==> src/rtl/operand_entry_fsm.sv <==
// Operand entry FSM: this block captures a0, a1 and the op select from the switches, one value per debounced key press.
// The macro OPERAND_ENTRY_DEBOUNCE_EN compiles in the key debounce filter. Without it, the key level is the synchronized level.
module operand_entry_fsm #(
  parameter int DEBOUNCE_CYCLES = 500000
) (
  input  logic       clk,
  input  logic       rst,
  input  logic [3:0] sw,
  input  logic       key_n,
  output logic [3:0] a0,
  output logic [3:0] a1,
  output logic       s,
  output logic       valid,
  output logic       done,
  output logic [1:0] state
);

  typedef enum logic [1:0] {
    GET_A  = 2'd0,
    GET_B  = 2'd1,
    GET_OP = 2'd2,
    SHOW   = 2'd3
  } state_e;

  state_e     state_q, state_d;
  logic [3:0] sw_s1_q, sw_s2_q;
  logic       key_s1_q, key_s2_q;
  logic       key_lvl_q, key_lvl_d;
  logic [1:0] prime_q;
  logic       arm_q, arm_d;
  logic [3:0] a0_q, a0_d, a1_q, a1_d;
  logic       s_q, s_d, valid_q, valid_d, done_q, done_d;
  logic       press;

`ifdef OPERAND_ENTRY_DEBOUNCE_EN
  localparam int CW = $clog2(DEBOUNCE_CYCLES + 2);
  logic [CW-1:0] cnt_q, cnt_d;

  always_comb begin
    key_lvl_d = key_lvl_q;
    cnt_d     = '0;
    if (key_s2_q != key_lvl_q) begin
      if (cnt_q == CW'(DEBOUNCE_CYCLES)) key_lvl_d = key_s2_q;
      else                               cnt_d     = cnt_q + CW'(1);
    end
  end

  always_ff @(posedge clk) begin
    if (rst) cnt_q <= '0;
    else     cnt_q <= cnt_d;
  end
`else
  logic [31:0] unused_dc;
  assign unused_dc = 32'(DEBOUNCE_CYCLES);

  always_comb begin
    key_lvl_d = key_s2_q;
  end
`endif

  // After reset the key must first be seen released (through a fully post-reset
  // synchronizer sample) before any falling edge counts as a press.
  always_comb begin
    arm_d = arm_q | (prime_q[1] & key_s2_q & key_lvl_q);
    press = arm_q & key_lvl_q & ~key_lvl_d;
  end

  always_comb begin
    state_d = state_q;
    a0_d    = a0_q;
    a1_d    = a1_q;
    s_d     = s_q;
    if (press) begin
      case (state_q)
        GET_A:   begin a0_d = sw_s2_q;    state_d = GET_B;  end
        GET_B:   begin a1_d = sw_s2_q;    state_d = GET_OP; end
        GET_OP:  begin s_d  = sw_s2_q[0]; state_d = SHOW;   end
        default: state_d = GET_A;
      endcase
    end
    valid_d = (state_d == SHOW);
    done_d  = (state_d == SHOW) && (state_q != SHOW);
  end

  always_ff @(posedge clk) begin
    if (rst) begin
      sw_s1_q   <= '0;
      sw_s2_q   <= '0;
      key_s1_q  <= 1'b1;
      key_s2_q  <= 1'b1;
      key_lvl_q <= 1'b1;
      prime_q   <= '0;
      arm_q     <= 1'b0;
      state_q   <= GET_A;
      a0_q      <= '0;
      a1_q      <= '0;
      s_q       <= 1'b0;
      valid_q   <= 1'b0;
      done_q    <= 1'b0;
    end else begin
      sw_s1_q   <= sw;
      sw_s2_q   <= sw_s1_q;
      key_s1_q  <= key_n;
      key_s2_q  <= key_s1_q;
      key_lvl_q <= key_lvl_d;
      prime_q   <= {prime_q[0], 1'b1};
      arm_q     <= arm_d;
      state_q   <= state_d;
      a0_q      <= a0_d;
      a1_q      <= a1_d;
      s_q       <= s_d;
      valid_q   <= valid_d;
      done_q    <= done_d;
    end
  end

  assign a0    = a0_q;
  assign a1    = a1_q;
  assign s     = s_q;
  assign valid = valid_q;
  assign done  = done_q;
  assign state = state_q;

endmodule

==> config.mk <==
export PLATFORM = sky130hd
export DESIGN_NAME = operand_entry_fsm
export DESIGN_NICKNAME = d
export VERILOG_FILES = /design/src/rtl/operand_entry_fsm.sv
export SDC_FILE = /design/constraint.sdc
export NUM_CORES = 1
export LEC_CHECK = 0
export ABC_AREA = 0
export CAP_MARGIN = 10
export CELL_PAD_IN_SITES_DETAIL_PLACEMENT = 1
export CELL_PAD_IN_SITES_GLOBAL_PLACEMENT = 2
export CORE_MARGIN = 2
export CORE_UTILIZATION = 32
export CTS_CLUSTER_DIAMETER = 150
export CTS_CLUSTER_SIZE = 40
export DETAILED_ROUTE_END_ITERATION = 10
export GPL_ROUTABILITY_DRIVEN = 1
export PLACE_DENSITY_LB_ADDON = 0.05
export RECOVER_POWER = 50
export SYNTH_ARGS = -nofsm -noshare
export SYNTH_HDL_FRONTEND = slang
export SYNTH_SLANG_ARGS = --single-unit
export TNS_END_PERCENT = 5
==> constraint.sdc <==
create_clock -name clk -period 2.7 [get_ports clk]
set_input_delay 0.54 -clock clk [delete_from_list [all_inputs] [get_ports clk]]
set_output_delay 0.54 -clock clk [all_outputs]
set_load 0.05 [all_outputs]
==> Word-level counts from Yosys, hierarchy flattened <==
Cells that the tools add are included.
{ "word_totals": {"regBits": 27, "input_bits": 7, "out_inout_bits": 13, "elab_cells": 32} }
{ "classes": {"n_eq_ne": 4, "muxes": 3, "bitwise_logic": 6, "n_reduce_logical": 5} }
{ "op_table": {"columns": ["operator", "n"], "rows": [
  ["case mux 2 bit (3 select lines)", 1],
  ["AND reduction 2 bit", 3],
  ["bitwise AND 1 bit", 4],
  ["equality test 2 bit (second input constant)", 2],
  ["equality test 2 x 1 -> 1 bit (second input constant)", 1],
  ["zero test 2 bit", 1],
  ["two-way mux 2 bit", 1],
  ["inequality test 2 bit (second input constant)", 1],
  ["logical AND 1 bit", 1],
  ["two-way mux 1 bit", 1],
  ["inverter 1 bit", 1],
  ["bitwise OR 1 bit", 1]
]} }

==> Logic depth before layout (Yosys ltp) <==
Gate-level depths: netlist (run 1).
{ "logic_depth": {"word_depth": 5, "mapped_depth": 5, "depth_no_buf": 5} }

==> Least setup slack after synthesis (run 1) <==
OpenSTA, ideal clock, no wires.
{ "synth_timing": {"path_type": "flip-flop to flip-flop", "from": "register state_q[0], in the netlist state[0]", "to": "register done_q, in the netlist done", "setup_ns": 0.123, "t_arrival_ns": 1.437, "required_ns": 2.577, "setup_slack_ns": 1.140, "path_stages_with_launch": 5, "n_path_buf": 0, "period_less_slack_ns": 1.560, "cell_sequence": "dfxtp_1 -> inv_1 -> ha_1 -> o2111ai_1 -> a21oi_2"} }
{ "synth_between": {"elab_chain_cells": 5, "word_cells_on_any_way": 8, "classes_between": "eq/ne: 4; mux: 2; reduce/logical: 2"} }
{ "synth_rtl": {"columns": ["element", "line_no", "rtl"], "rows": [
  ["start, declared", "25", "state_e state_q, state_d;"],
  ["start signal, assigned", "108", "state_q <= state_d;"],
  ["equality test 2 bit (tied with other cells)", "74", "case (state_q)"],
  ["case mux 2 bit (3 select lines)", "74", null],
  ["two-way mux 2 bit", "73", "if (press) begin"],
  ["equality test 2 bit", "82", "done_d = (state_d == SHOW) && (state_q != SHOW);"],
  ["logical AND 1 bit (*)", "82", null],
  ["end signal, assigned", "113", "done_q <= done_d;"],
  ["end, declared", "32", "logic s_q, s_d, valid_q, valid_d, done_q, done_d;"]
]} }
Every way passes the cells marked *; elsewhere a longest branch is shown, timed or not.
A chain may end at the register's enable or synchronous reset.

==> Final worst setup path (run 1) <==
{ "layout_timing": {"from": "register state_q[0], in the netlist state[0]", "to": "output port state[0]"} }
{ "layout_rtl": {"columns": ["element", "line_no", "rtl"], "rows": [
  ["end, declared", "15", "output logic [1:0] state"]
]} }
No word-level cell between the ends.

==> flow_metrics.env, run 1 <==
export IMPL_row_count=19
export IMPL_drt_wl_total_um=1743
export IMPL_synth_async_sr_flop_share_pct=0
export IMPL_outcome="complete, no violations"
export IMPL_synth_cells=91
export IMPL_clock_skew_ns=0.006791
export IMPL_hpwl_um=1273
export IMPL_synth_area_top_cells="dfxtp_1 (58%), nor2b_1 (6.1%), ha_1 (5.4%)"
export IMPL_critPathKind="register to output pin"
export IMPL_netlist_area_um2=928.4
export IMPL_power_internal_uw=481.2
export IMPL_p_leak_uw=0.0004204
export IMPL_synthDistinctLibCells=21
export IMPL_cts_made_buffers=3
export IMPL_arrival_ns=1.61
export IMPL_critPathMaxFanout=5
export IMPL_vias=669
export IMPL_dieArea_um2=3348
export IMPL_synth_top_area_share_pct=58.22
export IMPL_start_util_pct=33.67
export IMPL_p_sw_uw=144.9
export IMPL_drt_iter0_drc=7
export IMPL_finalHoldViolCount=0
export IMPL_antenna_found_initial=0
export IMPL_max_slew_margin_pct=54.48
export IMPL_cp_required_ns=2.16
export IMPL_synth_seq_area_share_pct=58.22
export IMPL_drc=0
export IMPL_io_buffers=19
export IMPL_min_period_ns=2.146
export IMPL_cts_resized_gates=0
export IMPL_crit_path_max_incr_delay_ns=0.83
export IMPL_design_area_um2=1167
export IMPL_rrSetupSlack_ns=1.22
export IMPL_grt_total_usage_pct=11.92
export IMPL_io_pins=20
export IMPL_post_drt_wl_per_cell_um=12.27
export IMPL_vdd_ir_drop_max_v=0.0002686
export IMPL_slew_viol_final=0
export IMPL_p_per_area_nw_per_um2=536.3
export IMPL_worst_slew_pin_slew_ns=0.6828
export IMPL_crit_chain="clkdlybuf4s50_1"
export IMPL_grt_pass1_vias=656
export IMPL_syn_area_per_cell_um2=10.20
export IMPL_setup_viol=0
export IMPL_slowest_stage="clkdlybuf4s50_1"
export IMPL_diodes=0
export IMPL_rsz0062_at_grt="false"
export IMPL_hp_class="register to register"
export IMPL_synth_edff_count=0
export IMPL_grt_first_pass_wirelength_um=2973
export IMPL_post_cts_buffers=0
export IMPL_ys_ff_latch=27
export IMPL_cp_top_family="buffers and inverters"
export IMPL_p_sw_share_pct=23.14
export IMPL_die_y_um=57.86
export IMPL_clkTransAtPathRegs_ns=0.15
export IMPL_pre_cts_slack_ns=0.7808
export IMPL_synth_top_area_cell="dfxtp_1"
export IMPL_grt_max_degree=18
export IMPL_placed_area_um2=1141
export IMPL_ys_flop_type="dfxtp_1"
export IMPL_start_kind="register"
export IMPL_area_growth_pct=25.74
export IMPL_worst_slack_ns=0.5541
export IMPL_htree_levels=1
export IMPL_die_width_um=57.86
export IMPL_cts_root_buf="clkbuf_4"
export IMPL_hold_buffers=0
export IMPL_clock_sinks=27
export IMPL_place_congestion=0.6334
export IMPL_ctsLongestPathBuffers=2
export IMPL_setup_tns_ns=0
export IMPL_synth_most_common_cell="dfxtp_1"
export IMPL_clock_latency_ns=0.33
export IMPL_core_area_um2=2758
export IMPL_syn_num_nets=102
export IMPL_power_uw=626.1
export IMPL_drtAntennaViolNets=0
export IMPL_cts_tree="yes"
export IMPL_comb_power_share_pct=4.7
export IMPL_p_clk_share_pct=29.2
export IMPL_pwr_share_seq_pct=66.1
export IMPL_grt_ovfl_total=0
export IMPL_critPathBufInv=1
export IMPL_fin_crit_sh_pct=79.48
export IMPL_cap_violations=0
export IMPL_end_kind="output pin"
export IMPL_nNetsFinal=123
export IMPL_fmax_mhz=466.0
export IMPL_synth_warnings=0
export IMPL_via_per_inst=4.711
export IMPL_post_route_util_pct=42.33
export IMPL_first_pass_iters=2
export IMPL_synthTopCellsByCount="dfxtp_1 (27), a21oi_1 (9), nand2_1 (9), nand3_1 (9), nor2b_1 (9)"
export IMPL_layout_drive_gt1_share_pct=9.009
-- power by group through the flow --
stage          registers (µW)  clock network [µW]  logic (µW)
6_report                  414                 183        29.2
5_1_grt                   416                 208        32.5
4_1_cts                   414                 196        30.8
3_5_place_dp              423                   0        30.7
3_3_place_gp              422                   0        30.0
2_1_floorplan             423                   0        14.9
-- cell usage in the layout (no fill, tap or decap), types with 2 or more instances in the layout --
master / netlist / layout
nor2b_1: 9 / 9
dfxtp_1: 27 / 27
clkdlybuf4s50_1: 0 / 18
nor2_1: 4 / 4
clkbuf_4: 0 / 3
inv_1: 3 / 3
a21oi_1: 9 / 9
ha_1: 4 / 4
nand3_1: 9 / 9
or2_2: 3 / 3
nand4b_1: 2 / 2
nand2_1: 9 / 9
-- stage by stage --
| stage | std cells | hold WS, ns |
|---|---|---|
| after floorplan | 91 | 0.3895 |
| after global placement | 138 | 0.3980 |
| after detailed placement | 138 | 0.4047 |
| after CTS | 142 | 0.4401 |
| after global routing | 142 | 0.4552 |
| final | 142 | 0.4320 |
-- registers in the layout, summed over array words and instances, names as in the netlist --
signal	cells
a0	4
s	1
valid	1
key_lvl_d	1
arm_q	1
a1	4
state	2
done	1
sw_s1_q	4
sw_s2_q	4
key_lvl_q	1
key_s1_q	1
prime_q	2
-- worst paths after layout --
check                  startpoint                    to  cells past startpoint
min reg2reg   key_s1_q$_SDFF_PP1_  key_lvl_d$_SDFF_PP1_                      1
max reg2reg  key_lvl_d$_SDFF_PP1_       done$_SDFF_PP0_                      3
max           state[0]$_SDFF_PP0_              state[0]                      1
min           key_s1_q$_SDFF_PP1_  key_lvl_d$_SDFF_PP1_                      1
-- cell type report --
class | instances | area (µm²)
Fill cell | 320 | 1590
Sequential cell | 27 | 540.5
Tap cell | 31 | 38.79
Timing Repair Buffer | 20 | 193.9
Clock inverter | 1 | 7.507
Inverter | 3 | 11.26
Clock buffer | 3 | 22.52
Multi-Input combinational cell | 57 | 352.8
-- per-layer routing --
layer,vias to the layer above,routed length [µm],global-route usage (%)
met5,-,0,0
met4,0,40,8.970
met3,4,64,2.009
met2,14,772,17.86
met1,308,865,15.31
li1,343,-,-
-- cell families (layout without fill, tap and decap cells) --
| group | after synthesis | after routing | share of synthesized area, % |
|---|---|---|---|
| buf+inv | 7 | 27 | 3.773 |
| compound gates | 14 | 14 | 9.300 |
| mux | 1 | 1 | 1.078 |
| fa+ha+maj | 4 | 4 | 5.391 |
| flops | 27 | 27 | 58.22 |
| simple gates | 38 | 38 | 22.24 |
Note: power is estimated with default switching activity, not from simulation.
==> run 2: changes to the inputs <==
--- a/config.mk
+++ b/config.mk
@@ -10,7 +10,7 @@
 export CELL_PAD_IN_SITES_DETAIL_PLACEMENT = 1
 export CELL_PAD_IN_SITES_GLOBAL_PLACEMENT = 2
 export CORE_MARGIN = 2
-export CORE_UTILIZATION = 32
+export CORE_UTILIZATION = 29
 export CTS_CLUSTER_DIAMETER = 150
 export CTS_CLUSTER_SIZE = 40
 export DETAILED_ROUTE_END_ITERATION = 10
==> constraint.sdc (replaced) <==
create_clock -name clk -period 2.2 [get_ports clk]
set_input_delay 0.44 -clock clk [delete_from_list [all_inputs] [get_ports clk]]
set_output_delay 0.44 -clock clk [all_outputs]
set_load 0.05 [all_outputs]
==> run 2 against run 1 <==
  * Via count fell by 0.30%
  * Combinational power rose by 28%
  * Flip-flop and latch count unchanged
  * Final area grew 1.8%
  * Hold slack better by 0.00081 ns
  * Global-route usage shrank 0.55 points
  * Clock-buffer cell count unchanged
  * Largest cell class unchanged
  * Highest routed layer unchanged
==> flow_metrics.env, run 2 (synthesized netlist as in run 1, its figures left out) <==
export IMPL_outcome="complete, no violations"
export IMPL_ctsLongestPathBuffers=2
export IMPL_comb_power_share_pct=5.0
export IMPL_fin_cells=156
export IMPL_layout_drive_gt1_share_pct=9.821
export IMPL_cap_violations=0
export IMPL_final_common_cell="dfxtp_1"
export IMPL_clock_latency_ns=0.32
export IMPL_vias=667
export IMPL_p_per_area_nw_per_um2=635.3
export IMPL_vdd_ir_drop_max_v=0.0003478
export IMPL_grt_pass1_vias=674
export IMPL_clock_sinks=27
export IMPL_diodes=0
export IMPL_drtAntennaViolNets=0
export IMPL_start_kind="register"
export IMPL_p_clk_share_pct=27.8
export IMPL_io_pins=20
export IMPL_slowest_stage="clkdlybuf4s50_1"
export IMPL_crit_path_max_incr_delay_ns=0.83
export IMPL_arrival_ns=1.57
export IMPL_row_count=20
export IMPL_via_per_inst=4.276
export IMPL_critPathMaxFanout=5
export IMPL_grt_max_degree=17
export IMPL_post_cts_buffers=0
export IMPL_critPathBufInv=1
export IMPL_dieArea_um2=3670
export IMPL_clkTransAtPathRegs_ns=0.14
export IMPL_placed_area_um2=1165
export IMPL_drt_wl_total_um=1770
export IMPL_hp_start="key_s1_q$_SDFF_PP1_"
export IMPL_fin_crit_sh_pct=91.46
export IMPL_grt_total_usage_pct=11.37
export IMPL_finalHoldViolCount=0
export IMPL_cp_required_ns=1.76
export IMPL_post_drt_wl_per_cell_um=11.35
export IMPL_multi_input_area_um2=352.8
export IMPL_register_area_um2=540.5
export IMPL_p_leak_uw=0.0004290
export IMPL_area_growth_pct=28.03
export IMPL_p_sw_uw=165.2
export IMPL_cp_num_cells=1
export IMPL_hp_class="register to register"
export IMPL_rr_startpoint="key_lvl_d$_SDFF_PP1_"
export IMPL_place_congestion=0.6361
export IMPL_start_util_pct=30.41
export IMPL_rrSetupSlack_ns=0.75
export IMPL_nNetsFinal=124
export IMPL_dpl_cell_count=152
export IMPL_cp_top_family="buffers and inverters"
export IMPL_min_path_cells=1
export IMPL_rsz0062_at_grt="false"
export IMPL_design_area_um2=1189
export IMPL_antenna_found_initial=0
export IMPL_die_width_um=60.58
export IMPL_p_sw_share_pct=21.87
export IMPL_grt_ovfl_total=0
export IMPL_io_buffers=19
export IMPL_hpwl_um=1337
export IMPL_setup_tns_ns=0
export IMPL_slew_viol_final=0
export IMPL_worstHoldEndpoint="key_lvl_d$_SDFF_PP1_"
export IMPL_cts_made_buffers=3
export IMPL_cts_root_buf="clkbuf_4"
export IMPL_final_cell_mix="dfxtp_1 (27), clkdlybuf4s50_1 (18)"
export IMPL_worst_slew_pin_slew_ns=0.6074
export IMPL_hold_buffers=0
export IMPL_end_kind="output pin"
export IMPL_power_internal_uw=590.0
export IMPL_pwr_share_seq_pct=67.3
export IMPL_fmax_mhz=497.0
export IMPL_max_slew_margin_pct=59.51
export IMPL_first_pass_iters=3
export IMPL_setup_viol=0
export IMPL_post_route_util_pct=38.93
export IMPL_critPathKind="register to output pin"
export IMPL_cts_resized_gates=0
export IMPL_clock_skew_ns=0.001894
export IMPL_timing_rr_end="done$_SDFF_PP0_"
export IMPL_htree_levels=1
export IMPL_grt_first_pass_wirelength_um=3008
export IMPL_cts_tree="yes"
export IMPL_drt_iter0_drc=12
export IMPL_min_period_ns=2.012
export IMPL_drc=0
export IMPL_reg2reg_depth=3
export IMPL_nFillCells=365
export IMPL_core_area_um2=3053
export IMPL_crit_chain="clkdlybuf4s50_1"
export IMPL_die_y_um=60.58
[run 2: cell count changes in the layout (fill, tap and decap cells not counted)]
cell,change
buf_4,+1
clkinv_2,+1
clkinvlp_4,-1
[run 2: layer usage]
| layer | routed length, µm | GRT usage, % | vias to the layer above |
|---|---|---|---|
| li1 | - | - | 346 |
| met1 | 875 | 14.64 | 306 |
| met2 | 793 | 17.97 | 13 |
| met3 | 80 | 1.919 | 2 |
| met4 | 21 | 6.522 | 0 |
| met5 | 0 | 0 | - |
[run 2: how the worst max path moves through the flow]
stage	end	startpoint	slack [ns]
after floorplan	done$_SDFF_PP0_	state[0]$_SDFF_PP0_	0.64
after global placement	state[1]	state[1]$_SDFF_PP0_	0.57
after detailed placement	state[1]	state[1]$_SDFF_PP0_	0.55
after CTS	state[1]	state[1]$_SDFF_PP0_	0.16
after global routing	state[0]	state[0]$_SDFF_PP0_	0.10
final	state[1]	state[1]$_SDFF_PP0_	0.19
[run 2: per-stage QoR]
step | power, µW | hold slack, ns | setup WS, ns
after detailed placement | 558.1 | 0.4074 | 0.5453
final | 755.2 | 0.4328 | 0.1879
after floorplan | 537.4 | 0.3895 | 0.6402
after global routing | 794.4 | 0.4529 | 0.1009
after global placement | 557.3 | 0.4051 | 0.5661
after CTS | 773.4 | 0.4412 | 0.1595
[run 2: final cells by class]
cell class,count,area share (%)
clock inverter,1,0.4211
tap,44,4.632
inverter,3,0.9474
clock buffer,3,1.895
sequential,27,45.47
timing repair buffer,21,16.95
multi-input combinational,57,29.68
[run 2: power by group through the flow]
stage                     Combinational (µW)  Clock (µW)  Sequential (µW)
final                                   37.5         210              508
after global routing                    41.8         243              510
after CTS                               39.6         226              508
after detailed placement                39.5           0              519
after global placement                  38.8           0              519
after floorplan                         18.3           0              519
==> run 3: changes to the inputs <==
--- a/config.mk
+++ b/config.mk
@@ -6,15 +6,15 @@
 export NUM_CORES = 1
 export LEC_CHECK = 0
 export ABC_AREA = 0
-export CAP_MARGIN = 10
 export CELL_PAD_IN_SITES_DETAIL_PLACEMENT = 1
 export CELL_PAD_IN_SITES_GLOBAL_PLACEMENT = 2
 export CORE_MARGIN = 2
-export CORE_UTILIZATION = 29
+export CORE_UTILIZATION = 32
 export CTS_CLUSTER_DIAMETER = 150
 export CTS_CLUSTER_SIZE = 40
 export DETAILED_ROUTE_END_ITERATION = 10
 export GPL_ROUTABILITY_DRIVEN = 1
+export MAX_ROUTING_LAYER = met4
 export PLACE_DENSITY_LB_ADDON = 0.05
 export RECOVER_POWER = 50
 export SYNTH_ARGS = -nofsm -noshare
==> constraint.sdc (replaced) <==
create_clock -name clk -period 2.6 [get_ports clk]
set_input_delay 0.52 -clock clk [delete_from_list [all_inputs] [get_ports clk]]
set_output_delay 0.52 -clock clk [all_outputs]
set_load 0.05 [all_outputs]
==> run 3 against run 2 <==
  * Sequential power fell by 15%
  * Critical path depth did not move
  * Critical path type unchanged
  * Clock power fell by 9.5%
  * Largest power group unchanged
  * Global-route usage rose by 0.91 points
  * Sequential share of layout area rose by 0.83 points
  * Via count rose by 0.30%
  * Largest cell class unchanged
  * Register-to-register slack improved by 0.37 ns
  * Highest routed layer unchanged
  * Non-clock buffer count fell by 1
  * Final cell count fell by 9.0%
  * Clock-buffer cell count did not move
  * Clock skew rose by 0.0049 ns
  * Combinational power fell by 19%
==> flow_metrics.env, run 3 (synthesized netlist as in run 1, its figures left out) <==
export IMPL_outcome="complete, no violations"
export IMPL_min_period_ns=2.127
export IMPL_clock_skew_ns=0.006829
export IMPL_grt_first_pass_wirelength_um=2973
export IMPL_nNetsFinal=123
export IMPL_crit_chain="clkdlybuf4s50_1"
export IMPL_p_per_area_nw_per_um2=557.2
export IMPL_post_drt_wl_per_cell_um=12.27
export IMPL_finalHoldViolCount=0
export IMPL_final_common_cell="dfxtp_1"
export IMPL_ctsLongestPathBuffers=2
export IMPL_drc=0
export IMPL_comb_power_share_pct=4.7
export IMPL_critPathKind="register to output pin"
export IMPL_placed_area_um2=1141
export IMPL_vias=669
export IMPL_first_pass_iters=2
export IMPL_grt_total_usage_pct=12.28
export IMPL_final_cell_mix="dfxtp_1 (27), clkdlybuf4s50_1 (18)"
export IMPL_start_kind="register"
export IMPL_arrival_ns=1.61
export IMPL_clock_latency_ns=0.33
export IMPL_clkTransAtPathRegs_ns=0.15
export IMPL_drt_iter0_drc=6
export IMPL_die_width_um=57.86
export IMPL_area_growth_pct=25.74
export IMPL_critPathBufInv=1
export IMPL_clock_sinks=27
export IMPL_dieArea_um2=3348
export IMPL_p_sw_share_pct=23.17
export IMPL_grt_pass1_vias=657
export IMPL_start_util_pct=33.67
export IMPL_cts_root_buf="clkbuf_4"
export IMPL_setup_viol=0
export IMPL_hp_class="register to register"
export IMPL_io_pins=20
export IMPL_drt_wl_total_um=1743
export IMPL_hpwl_um=1273
export IMPL_diodes=0
export IMPL_layout_drive_gt1_share_pct=9.009
export IMPL_via_per_inst=4.711
export IMPL_cts_made_buffers=3
export IMPL_antenna_found_initial=0
export IMPL_dpl_cell_count=138
export IMPL_hold_buffers=0
export IMPL_row_count=19
export IMPL_core_area_um2=2758
export IMPL_drtAntennaViolNets=0
export IMPL_nFillCells=320
export IMPL_power_internal_uw=499.7
export IMPL_pwr_share_seq_pct=66.1
export IMPL_vdd_ir_drop_max_v=0.0002789
export IMPL_grt_ovfl_total=0
export IMPL_rsz0062_at_grt="false"
export IMPL_grt_max_degree=18
export IMPL_fin_crit_sh_pct=81.79
export IMPL_p_sw_uw=150.7
export IMPL_critPathMaxFanout=5
export IMPL_worst_slew_pin_slew_ns=0.6813
export IMPL_slew_viol_final=0
export IMPL_max_slew_margin_pct=54.58
export IMPL_crit_path_max_incr_delay_ns=0.83
export IMPL_place_congestion=0.6385
export IMPL_p_leak_uw=0.0004204
export IMPL_cp_top_family="buffers and inverters"
export IMPL_cap_violations=0
export IMPL_fmax_mhz=470.2
export IMPL_die_y_um=57.86
export IMPL_cts_resized_gates=0
export IMPL_io_buffers=19
export IMPL_htree_levels=1
export IMPL_fin_cells=142
export IMPL_post_cts_buffers=0
export IMPL_setup_tns_ns=0
export IMPL_design_area_um2=1167
export IMPL_slowest_stage="clkdlybuf4s50_1"
export IMPL_cp_required_ns=2.08
export IMPL_p_clk_share_pct=29.3
export IMPL_end_kind="output pin"
export IMPL_cts_tree="yes"
==> run 3: worst paths after layout <==
kind,startpoint,end,slack (ns),cells after the start
max reg2reg,key_lvl_d$_SDFF_PP1_,done$_SDFF_PP0_,1.12,3
min,key_s1_q$_SDFF_PP1_,key_lvl_d$_SDFF_PP1_,0.43,1
min reg2reg,key_s1_q$_SDFF_PP1_,key_lvl_d$_SDFF_PP1_,0.43,1
max,state[0]$_SDFF_PP0_,state[0],0.47,1
==> run 3: area by class of cell <==
type                    instances  area (µm²)  share of cell area, %
clock buffers                   3       22.52                  1.929
flip-flops and latches         27       540.5                  46.30
repair buffers                 20       193.9                  16.61
clock inverters                 1       7.507                 0.6431
inverters                       3       11.26                 0.9646
well taps                      31       38.79                  3.323
multi-input cells              57       352.8                  30.23
==> run 3: power by group through the flow <==
stage,logic (µW),clock network [µW],registers (µW)
floorplan,15.5,0,439
global placement,31.2,0,439
finish,30.3,190,430
global route,33.7,216,432
CTS,32.0,203,430
detailed placement,31.9,0,439
==> run 3: metrics by stage <==
stage	power [µW]	hold slack (ns)	utilization [%]	worst slack [ns]
6_report	650.5	0.4323	42.33	0.4735
4_1_cts	665.2	0.4401	42.47	0.4458
3_5_place_dp	471.0	0.4047	41.38	0.7008
3_3_place_gp	469.8	0.3980	41.38	0.7453
5_1_grt	681.9	0.4552	42.33	0.4053
2_1_floorplan	454.7	0.3895	-	1.040
==> run 3: per-layer routing <==
layer | routed length [µm] | global-route usage (%) | part of all wire (%)
met5 | 0 | - | 0
met4 | 44 | 8.970 | 2.5
met2 | 769 | 17.86 | 44
met1 | 865 | 15.31 | 50
met3 | 64 | 2.009 | 3.7
